--- src/rtl/cp0_regfile.sv ---
// CP0 architectural register file: mtc0 commit, exception/eret update,
// Count/Compare timer and hardware interrupt sampling.
module cp0_regfile #(
    parameter int unsigned  COUNT_DIV    = 2,
    parameter logic [31:0]  STATUS_RESET = 32'h0040_0000
) (
    input  logic        clk,
    input  logic        rst_n,
    input  logic        cp0_write_en,
    input  logic [4:0]  cp0_write_addr,
    input  logic [31:0] cp0_write_data,
    input  logic [4:0]  cp0_read_addr,
    output logic [31:0] cp0_read_data_o,
    input  logic [5:0]  int_i,
    input  logic        exc_valid_i,
    input  logic [4:0]  exc_code_i,
    input  logic [31:0] exc_pc_i,
    input  logic        exc_delay_slot_i,
    input  logic [31:0] exc_badvaddr_i,
    input  logic        eret_i,
    output logic [31:0] status_o,
    output logic [31:0] cause_o,
    output logic [31:0] epc_o,
    output logic        timer_int_o,
    output logic        int_pending_o
);

    localparam int unsigned      DIV_W    = (COUNT_DIV > 1) ? $clog2(COUNT_DIV) : 1;
    localparam logic [DIV_W-1:0] DIV_LAST = DIV_W'(COUNT_DIV - 1);

    localparam logic [4:0] ADDR_BADVADDR = 5'd8;
    localparam logic [4:0] ADDR_COUNT    = 5'd9;
    localparam logic [4:0] ADDR_COMPARE  = 5'd11;
    localparam logic [4:0] ADDR_STATUS   = 5'd12;
    localparam logic [4:0] ADDR_CAUSE    = 5'd13;
    localparam logic [4:0] ADDR_EPC      = 5'd14;

    localparam logic [31:0] STATUS_WMASK = 32'h0000_FF03;
    localparam logic [4:0]  EXC_ADEL     = 5'd4;
    localparam logic [4:0]  EXC_ADES     = 5'd5;

    logic [DIV_W-1:0] div_q, div_d;
    logic [31:0]      badvaddr_q, badvaddr_d;
    logic [31:0]      count_q, count_d;
    logic [31:0]      compare_q, compare_d;
    logic [31:0]      status_q, status_d;
    logic [31:0]      epc_q, epc_d;
    logic             bd_q, bd_d;
    logic             ti_q, ti_d;
    logic [5:0]       ip_hw_q, ip_hw_d;
    logic [1:0]       ip_sw_q, ip_sw_d;
    logic [4:0]       exccode_q, exccode_d;
    logic             armed_q, armed_d;
    logic             div_wrap;

    always_ff @(posedge clk or negedge rst_n) begin
        if (!rst_n) begin
            div_q      <= '0;
            badvaddr_q <= '0;
            count_q    <= '0;
            compare_q  <= '0;
            status_q   <= STATUS_RESET;
            epc_q      <= '0;
            bd_q       <= 1'b0;
            ti_q       <= 1'b0;
            ip_hw_q    <= '0;
            ip_sw_q    <= '0;
            exccode_q  <= '0;
            armed_q    <= 1'b0;
        end else begin
            div_q      <= div_d;
            badvaddr_q <= badvaddr_d;
            count_q    <= count_d;
            compare_q  <= compare_d;
            status_q   <= status_d;
            epc_q      <= epc_d;
            bd_q       <= bd_d;
            ti_q       <= ti_d;
            ip_hw_q    <= ip_hw_d;
            ip_sw_q    <= ip_sw_d;
            exccode_q  <= exccode_d;
            armed_q    <= armed_d;
        end
    end

    always_comb begin
        div_wrap   = (div_q == DIV_LAST);
        div_d      = div_wrap ? '0 : div_q + DIV_W'(1);
        count_d    = div_wrap ? count_q + 32'd1 : count_q;
        badvaddr_d = badvaddr_q;
        compare_d  = compare_q;
        status_d   = status_q;
        epc_d      = epc_q;
        bd_d       = bd_q;
        ti_d       = ti_q;
        ip_hw_d    = int_i;
        ip_sw_d    = ip_sw_q;
        exccode_d  = exccode_q;
        armed_d    = armed_q;

        // Count and Compare both reset to 0; the match only counts once
        // software has programmed Compare, otherwise TI would fire out of reset.
        if (armed_q && (count_q == compare_q)) begin
            ti_d = 1'b1;
        end

        if (cp0_write_en) begin
            case (cp0_write_addr)
                ADDR_BADVADDR: badvaddr_d = cp0_write_data;
                ADDR_COUNT:    count_d    = cp0_write_data;
                ADDR_COMPARE: begin
                    compare_d = cp0_write_data;
                    ti_d      = 1'b0;
                    armed_d   = 1'b1;
                end
                ADDR_STATUS:   status_d = (status_q & ~STATUS_WMASK) | (cp0_write_data & STATUS_WMASK);
                ADDR_CAUSE:    ip_sw_d  = cp0_write_data[9:8];
                ADDR_EPC:      epc_d    = cp0_write_data;
                default: ;
            endcase
        end

        // MEM-stage updates overlay the older WB write field by field.
        if (exc_valid_i) begin
            status_d[1] = 1'b1;
            exccode_d   = exc_code_i;
            if (!status_q[1]) begin
                epc_d = exc_delay_slot_i ? exc_pc_i - 32'd4 : exc_pc_i;
                bd_d  = exc_delay_slot_i;
            end
            if ((exc_code_i == EXC_ADEL) || (exc_code_i == EXC_ADES)) begin
                badvaddr_d = exc_badvaddr_i;
            end
        end else if (eret_i) begin
            status_d[1] = 1'b0;
        end
    end

    assign status_o    = status_q;
    assign epc_o       = epc_q;
    assign timer_int_o = ti_q;
    assign cause_o     = {bd_q, ti_q, 14'b0, ip_hw_q[5] | ti_q, ip_hw_q[4:0],
                          ip_sw_q, 1'b0, exccode_q, 2'b00};

    assign int_pending_o = status_q[0] & ~status_q[1] & (|(cause_o[15:8] & status_q[15:8]));

    always_comb begin
        cp0_read_data_o = '0;
        case (cp0_read_addr)
            ADDR_BADVADDR: cp0_read_data_o = badvaddr_q;
            ADDR_COUNT:    cp0_read_data_o = count_q;
            ADDR_COMPARE:  cp0_read_data_o = compare_q;
            ADDR_STATUS:   cp0_read_data_o = status_q;
            ADDR_CAUSE:    cp0_read_data_o = cause_o;
            ADDR_EPC:      cp0_read_data_o = epc_q;
            default:       cp0_read_data_o = '0;
        endcase
    end

endmodule

--- config.mk ---
export PLATFORM = sky130hd
export DESIGN_NAME = cp0_regfile
export DESIGN_NICKNAME = d
export VERILOG_FILES = /design/src/rtl/cp0_regfile.sv
export SDC_FILE = /design/constraint.sdc
export NUM_CORES = 1
export LEC_CHECK = 0
export CAP_MARGIN = 10
export CORE_MARGIN = 2
export CORE_UTILIZATION = 40
export DETAILED_ROUTE_END_ITERATION = 7
export GPL_ROUTABILITY_DRIVEN = 0
export HOLD_SLACK_MARGIN = 0.02
export PLACE_DENSITY_LB_ADDON = 0.15
export SYNTH_ARGS = -nofsm -noshare
export SYNTH_HDL_FRONTEND = slang
export SYNTH_SLANG_ARGS = --single-unit
--- constraint.sdc ---
create_clock -name clk -period 5.09 [get_ports clk]
set_input_delay 0.509 -clock clk [delete_from_list [all_inputs] [get_ports clk]]
set_output_delay 0.509 -clock clk [all_outputs]
set_load 0.03 [all_outputs]
==> results.md, run 1 <==
Floorplan:
- The die covers 24000 um2.
- The number of standard-cell rows in the floorplan is 55.
- The number of placed I/O pins is 253.
- The standard cell core area is 22500 um2.
- The die is 155 um wide.
- The initial utilization of the core area, before any placement, comes to 40.6%.
- From bottom edge to top edge, the die measures 155 um.

Route:
- For this block, the via count after detailed routing is 8405.
- The vias per cell is 5.89.
- In this run, the number of DRC markers left after iteration 0 of detailed routing was ~690.
- Once detail routing completed, the nets flagged for antenna violations numbered 0.
- For this block, the routed nets add up to 31400 um of wire.
- The count of unresolved DRC violations after routing is 0.
- The mean routed wirelength per cell is 22.0 um.
- Before antenna repair, the detailed router went through 8 iterations.

Layout:
- 0 antenna diodes ended up in the layout.
- The multi-input combinational cells in the finished layout cover a total of between 4000 and 5000 um2.
- The net count of the finished layout is between 1000 and 1500.
- Summing all flip-flop and latch instances after layout gives between 3000 and 4000 um2.
- The filler cell count is 2078.
- The fraction of layout cells with a size suffix above 1 is 10.1%.
- The post-synthesis to final-layout area growth is 30.3%.

Worst setup path:
- Data on the critical path is required at its endpoint by 4.58 ns.
- Along the worst path, the maximum fanout reaches 32.
- The worst reg2reg path endpoint is count_q[24].
- The worst reg2reg path startpoint is count_q[3].
- The critical path in this run is classified as primary input to output port.
- The type of origin of the critical path is a primary input.
- For the worst flop-to-flop path, the logic depth is 4.
- STA classifies the critical path endpoint as an output port.
- The worst register-to-register path has a setup slack of 2.53 ns.
- STA puts the critical path data arrival time at just over 3 ns.

Worst hold path:
- In this run the most critical hold path is launched from armed_q.
- Counting instances, the worst hold path has a depth of 1.
- The hold-critical path endpoint is armed_q.
- The min-delay analysis places its worst path in the category flip-flop to flip-flop.

Global routing:
- The total congestion overflow after global routing is 0.
- Entering global routing, the biggest net connects 68 pins.
- The number of antenna violations at the first check in global routing was 0.
- Across every metal layer, demand over resource in global routing totals 26.1%.
- The global-route wire length before repair is approximately 48000 um.
- The via count of the first global-routing pass is 8143.

Power:
- The clock share of power is 30.2%.
- The switching share of power is 35.6%.
- The part of the power in combinational logic is 27.1%.
- In this run the power density over the cells is 365 nW/um2.
- Summed over all cells, the static leakage comes to around 0.005 uW.
- The internal portion of the total power is around 2800 uW.
- The reported net switching power is 1540 uW.
- IR analysis of the VDD net gives a maximum drop of 243 uV.
- Sequential cells account for 42.7% of the total power.

Yosys:
- Sorting the synthesized cells by area gives the leading types as sky130_fd_sc_hd__dfrtp_1, sky130_fd_sc_hd__mux2_2, sky130_fd_sc_hd__a22oi_1, sky130_fd_sc_hd__xor2_1, sky130_fd_sc_hd__mux2i_1.
- The number of storage elements in the synthesis netlist is 155.
- The count of flip-flops with a built-in enable after synthesis is 0.
- Yosys printed 0 warnings.
- The share of the synthesized area in the top cell type is 42.5%.
- The netlist uses 47 different library cells.
- The count of mapped cells out of synthesis is 960.
- After synthesis the cells add up to between 9000 and 10000 um2.
- The flip-flop cell with the highest count after synthesis is sky130_fd_sc_hd__dfrtp_1.
- The share of synthesized registers carrying an async set or reset is between 90% and 100%.
- In this run the mean area of a mapped cell was roughly 9.5 um2.
- The fraction of the yosys area taken by sequential cells is 42.5%.
- The post-synthesis cell type with the largest combined area is sky130_fd_sc_hd__dfrtp_1.

Timing:
- The post-route setup TNS is 0 ns.
- Setup repair after global routing left no endpoint under its margin.
- After layout, the worst setup slack is about 1.5 ns.
- At the pin with the least slew margin, the transition time is between 1 and 1.5 ns.
- Clock skew on the completed layout was measured at 0.0101 ns.
- The final count of hold timing violations was 0.
- The tightest slew margin relative to the limit is between 20% and 30%.
- The clock period minus worst slack is 3.55 ns.
- The highest clock rate is 0.282 GHz.
- The number of pins exceeding their max-slew limit in the final report is 0.
- The final critical path takes up approximately 70% of the cycle.
- The count of final setup violators is 0.

Status:
- The run finished with clean final reports.

Clock network:
- The total number of H-tree levels is 4.
- The clock tree from TritonCTS is yes.
- The clock slew seen by the registers of the worst setup and hold paths is 0.06 ns.
- The deepest clock path buffer count is 2.
- The clock net in this run drives a total of 155 sinks.
- The clock root buffer is sky130_fd_sc_hd__clkbuf_16.
- The total CTS buffers is 17.
- The number of buffers added for setup after CTS is 0.
- The clock latency at the later pin of the worst-skew pair is around 0.43 ns.

Place:
- The HPWL after detailed placement is 22600 um.
- At the placement stage, the worst setup path has a slack of 1.54 ns.
- Port buffering added 213 buffers.

Run:
- Across the run, the number of max-cap violations was 0.
-- what timing repair did --
action / CTS / global route
hold endpoints to repair: 32 / 0
hold buffers: 1 / 0
setup endpoints to repair: 0 / 0
gates resized for setup: 0 / 0
-- state kept, by name (all words and copies together) (netlist names), 2 cells and up --
signal / count
count_q: 32
ip_hw_q: 6
ip_sw_q: 2
badvaddr_q: 32
exccode_q: 5
status_o: 10
epc_o: 32
compare_q: 32
-- metal layers --
metal / part of all wire (%) / wire, um / global-route usage [%]
met5: 0 / 0 / 0
met1: 45 / 14300 / 37.6
met4: 1.5 / 479 / 6.08
met2: 44 / 13900 / 39.3
met3: 8.7 / 2740 / 6.80
-- how the worst max path moves through the flow --
stage	depth (start not counted)	start	slack [ns]	end
4_1_cts	7	cp0_read_addr[3]	1.54	cp0_read_data_o[0]
3_3_place_gp	7	cp0_read_addr[3]	1.58	cp0_read_data_o[0]
3_5_place_dp	7	cp0_read_addr[3]	1.54	cp0_read_data_o[0]
6_report	7	cp0_read_addr[3]	1.54	cp0_read_data_o[0]
2_1_floorplan	5	cp0_read_addr[2]	2.56	cp0_read_data_o[11]
5_1_grt	7	cp0_read_addr[3]	1.47	cp0_read_data_o[0]
-- power by group through the flow --
| stage | Clock (uW) | Sequential (uW) | Combinational, uW |
|---|---|---|---|
| floorplan | 0 | 1850 | 623 |
| global placement | 0 | 1870 | 1160 |
| detailed placement | 0 | 1860 | 1170 |
| CTS | 1330 | 1850 | 1180 |
| global route | 1380 | 1890 | 1270 |
| finish | 1310 | 1850 | 1170 |
-- cell usage after synthesis, drive strengths merged (5+ instances only) --
| cell | count |
|---|---|
| xnor2 | 5 |
| and3 | 29 |
| inv | 6 |
| and4 | 7 |
| mux2 | 48 |
| a21oi | 25 |
| nand3 | 23 |
| dfrtp | 155 |
| nor2 | 51 |
| a222oi | 11 |
| nor4 | 9 |
| xor2 | 51 |
| mux2i | 36 |
| buf | 58 |
| nor3 | 9 |
| nand4 | 18 |
| o21ai | 40 |
| o31ai | 25 |
| or3 | 13 |
| or4 | 25 |
| clkbuf | 57 |
| or2 | 6 |
| a31oi | 42 |
| a211oi | 26 |
| a22oi | 63 |
| nand2 | 92 |
-- cell usage in the layout, fill, tap and decap left out, drive strengths merged, types with 26 or more instances in the layout --
master           n
and3            29
a22oi           63
nand2           92
dfrtp          155
nor2            51
xor2            51
a211oi          26
mux2            48
a31oi           42
o21ai           40
mux2i           36
clkdlybuf4s50  212
conb            39
-- metrics by stage --
step | total power (uW) | util, % | cells | area, um2 | hold WS (ns)
after floorplan | 2470 | - | 997 | 9270 | 0.213
after global placement | 3020 | 50.2 | 1395 | 11300 | 0.430
after detailed placement | 3030 | 50.2 | 1395 | 11300 | 0.431
after CTS | 4350 | 52.9 | 1428 | 11900 | 0.472
after global routing | 4540 | 52.9 | 1428 | 11900 | 0.493
final | 4340 | 52.9 | 1428 | 11900 | 0.478
-- worst max-delay path, stage by stage --
cell	delay (ns)
sky130_fd_sc_hd__clkdlybuf4s50_1	0.47
sky130_fd_sc_hd__or3b_2	0.50
sky130_fd_sc_hd__nor3_2	0.14
sky130_fd_sc_hd__buf_4	0.39
sky130_fd_sc_hd__a222oi_1	0.19
sky130_fd_sc_hd__nand2_1	0.14
sky130_fd_sc_hd__clkdlybuf4s50_1	0.68
-- cell type report --
type,instances,share of cell area [%]
Multi-Input combinational cell,721,40.2
Timing Repair Buffer,229,19.0
Clock buffer,19,3.64
Inverter,6,0.189
Clock inverter,13,1.41
Sequential cell,155,32.6
Tap cell,285,3.00
-- cells by family after synthesis --
logic type,count (synthesis),share of synthesized area [%]
multiplexers,84,9.87
adder cells (fa/ha/maj),2,0.274
other,2,0.0823
AO/OA/AOI/OAI,234,17.2
buffers and inverters,121,6.98
flip-flops,155,42.5
XOR/XNOR,56,5.37
AND/OR/NAND/NOR,306,17.7
Power figures use the tool's default switching activity.
==> run 2, diff against run 1 <==
clock period = 3.3 ns   (was 5.09 ns; I/O delays follow)
==> run 2 against run 1 <==
Net effect:
- critical path depth decreased by 2
- sequential power increased by 54%
- design area increased by 3.2%
- non-clock buffer count increased by 16
- register-to-register slack got worse by 1.3 ns
- final cell count increased by 1.1%
- die area unchanged
- core utilization increased by 1.7 points
- global-route usage decreased by 0.13 points
- first-iteration DRC count increased by 9.8%
- sequential share of layout area decreased by 1.0 points
- flip-flop and latch count unchanged
- critical endpoint is now int_pending_o
- largest cell class unchanged
- highest routed layer unchanged
==> results.md, run 2 (synthesis gave the netlist of run 1 again) <==
Floorplan:
- The number of standard-cell rows in the floorplan is 55 (unchanged).
- The die boundary height is 155 um (unchanged).
- The number of placed I/O pins came to 253 (unchanged).
- The standard cell core area is 22500 um2 (unchanged).
- The initial standard-cell utilization of the core was 40.6% (unchanged).
- The total die area is 24000 um2 (unchanged).
- The die span in x is 155 um (unchanged).

Status:
- The run finished with clean final reports.

Timing:
- Subtracting the final worst setup slack from the clock period gives between 2 and 3 ns.
- The number of pins exceeding their max-slew limit in the final report is 0 (unchanged).
- The tightest slew margin relative to the limit came to 41.0% (+19 points).
- The highest clock rate is 0.343 GHz.
- The setup skew after layout is 0.00701 ns (-0.00311 ns).
- The count of final setup violators was 0 (unchanged).
- The post-route fraction of the period consumed by the critical path is 88.3%.
- The pin slew with the least headroom to its limit was 0.876 ns (-0.293 ns).
- The post-route setup TNS is 0 ns (unchanged).
- The final count of hold timing violations is 0 (unchanged).
- Setup repair after global routing left no endpoint under its margin.

Layout:
- The area growth from synthesis to layout is 34.5%.
- The top cell types in the final layout, fill and taps aside, are sky130_fd_sc_hd__clkdlybuf4s50_1, sky130_fd_sc_hd__dfrtp_1, sky130_fd_sc_hd__nand2_1, sky130_fd_sc_hd__a22oi_1, sky130_fd_sc_hd__xor2_1.
- The finished layout cell area is 12300 um2 (+3.2%).
- The count of nets after finishing is 1271 (+1.3%).
- The number of standard cells in the final layout excluding fillers is 1444 (+1.1%).
- The fraction of layout cells with a size suffix above 1 came to 14.2% (+4.2 points).
- Leaving out fill and tap cells, the most frequent cell in the layout is sky130_fd_sc_hd__clkdlybuf4s50_1.
- The count of antenna diodes in the layout is 0 (unchanged).

Clock network:
- The number of sinks on the clock net is 155 (unchanged).
- The deepest clock path buffer count is 2 (unchanged).
- The post-cts gate resize count came to 0 (unchanged).
- The clock slew seen by the registers of the worst setup and hold paths was 0.07 ns (about the same).
- The clock latency at the later pin of the worst-skew pair is 0.43 ns (about the same).
- The total CTS buffers is 17 (unchanged).
- The total number of H-tree levels came to 4 (unchanged).
- The clock tree from TritonCTS is yes.
- The clock root buffer is sky130_fd_sc_hd__clkbuf_16.

Worst setup path:
- The classification of the worst setup path is flip-flop to output port.
- The type of origin of the critical path is a flip-flop.
- The required time at the endpoint of the critical path is 2.97 ns (-1.61 ns).
- The arrival time of data at the critical path endpoint is 2.59 ns (-0.45 ns).
- STA classifies the critical path endpoint as an output port.
- The path depth of the worst reg2reg path came to 6 (+2).
- The peak fanout along the critical path was 4 (-88%).

Global routing:
- The global-route wire length before repair came to 47800 um (-1.1%).
- The number of antenna violations at the first check in global routing is 0 (unchanged).
- The maximum number of pins on one net before global-route repair was 79 (+16%).
- The global-route usage over all layers is 26.0% (-0.13 points).
- The via count of the first global-routing pass is 7903 (-2.9%).
- The total congestion overflow after global routing was 0 (unchanged).

Power:
- The peak supply drop is 318 uV (+31%).
- The static power due to leakage is 0.00525 uW (+4.4%).
- The reported net switching power is 2440 uW (+58%).
- The fraction of power consumed by sequential logic is 42.5% (-0.2 points).
- The internal power came to 4250 uW (+52%).
- The power density relative to cell area came to 545 nW/um2 (+49%).
- The overall power after layout is 6690 uW (+54%).
- The switching share of power is 36.4% (+0.86 points).
- The part of the power in combinational logic is 28.6% (+1.5 points).
- The clock share of power is 29.0% (-1.2 points).

Route:
- The count of unresolved DRC violations after routing is 0 (unchanged).
- The wire length on met1 is 14300 um (about the same).
- The vias per cell is 5.85 (-0.68%).
- The number of DRC violations after detailed-routing iteration 0 came to 759 (+9.8%).
- The vias after detailed routing came to 8441 (+0.43%).
- The length of routed met2 wiring came to 13800 um (-0.89%).
- The remaining antenna violation count came to 0 (unchanged).
- The topmost layer with routed signal wires is met4.
- The length of the first detailed-routing pass in iterations is 5 (-3).
- The routed wire length is 31600 um (+0.60%).
- The routed length on met3 is 2820 um (+3.2%).
- The mean routed wirelength per cell is 21.9 um (-0.51%).

Place:
- The total of buffers placed on input and output ports is 213 (unchanged).
- The HPWL after detailed placement is 23100 um (+2.1%).
- The area of placed instances is 11700 um2 (+3.6%).
- The number of placed instances with taps included came to 1411 (+1.1%).

Worst hold path:
- The worst hold path belongs to the class primary input to flip-flop.
- The hold path depth is 1 (unchanged).

Run:
- The max capacitance violation total is 0 (unchanged).
[run 2: cell count changes in the layout (fill, tap and decap cells not counted)]
cell / before / now
sky130_fd_sc_hd__clkdlybuf4s50_1: 212 / 180
sky130_fd_sc_hd__clkbuf_8: 0 / 1
sky130_fd_sc_hd__clkinvlp_4: 5 / 4
sky130_fd_sc_hd__clkinv_4: 2 / 3
sky130_fd_sc_hd__clkbuf_1: 2 / 0
sky130_fd_sc_hd__buf_12: 0 / 29
sky130_fd_sc_hd__inv_6: 2 / 4
sky130_fd_sc_hd__inv_8: 0 / 1
sky130_fd_sc_hd__buf_4: 15 / 34
sky130_fd_sc_hd__bufinv_16: 3 / 1
[run 2: critical path, stage by stage (launching register included)]
cell and delay, ns:
sky130_fd_sc_hd__dfrtp_1 0.41, sky130_fd_sc_hd__a222oi_1 0.34, sky130_fd_sc_hd__nand3_1 0.14, sky130_fd_sc_hd__a21oi_1 0.52, sky130_fd_sc_hd__nor3b_1 0.11, sky130_fd_sc_hd__clkdlybuf4s50_1 0.62
[run 2: area by class of cell]
type	count	area, um2
multi-input combinational	721	4780
sequential	155	3880
inverter	6	22.5
clock buffer	18	439
tap	285	357
clock inverter	14	138
fill	2051	10200
timing repair buffer	245	2660
[run 2: timing repair]
action                    4_1_cts  5_1_grt
hold buffers                    1        0
setup buffers                   0        0
hold endpoints to repair       41        0
[run 2: path summary, 6_finish.rpt]
path / from / endpoint / slack [ns]
max: status_o[11] / int_pending_o / 0.38
min: int_i[0] / ip_hw_q[0] / 0.34
max reg2reg: count_q[0] / count_q[24] / 1.19
min reg2reg: armed_q / armed_q / 0.48
max in group asynchronous: rst_n / epc_o[4] / 2.04
min in group asynchronous: rst_n / badvaddr_q[18] / 0.39
[run 2: power by group through the flow]
stage          Clock (uW)  Sequential (uW)  Combinational [uW]
3_5_place_dp            0             2850                1900
6_report             1940             2840                1910
4_1_cts              1960             2820                1910
5_1_grt              2040             2900                2050
2_1_floorplan           0             2850                 962
3_3_place_gp            0             2840                1880
[run 2: per-layer routing]
layer  track usage [%]  up-vias
met5                 0        -
met1              38.0     4092
met4              8.16        0
met2              38.4      414
li1                  -     3890
met3              5.52       45
[run 2: through the flow]
step           utilization [%]  setup slack, ns  hold WS (ns)
2_1_floorplan                -             1.13        0.0344
3_3_place_gp              51.9            0.690         0.288
3_5_place_dp              51.9            0.604         0.287
4_1_cts                   54.6            0.419         0.327
5_1_grt                   54.6            0.346         0.331
6_report                  54.6            0.385         0.338
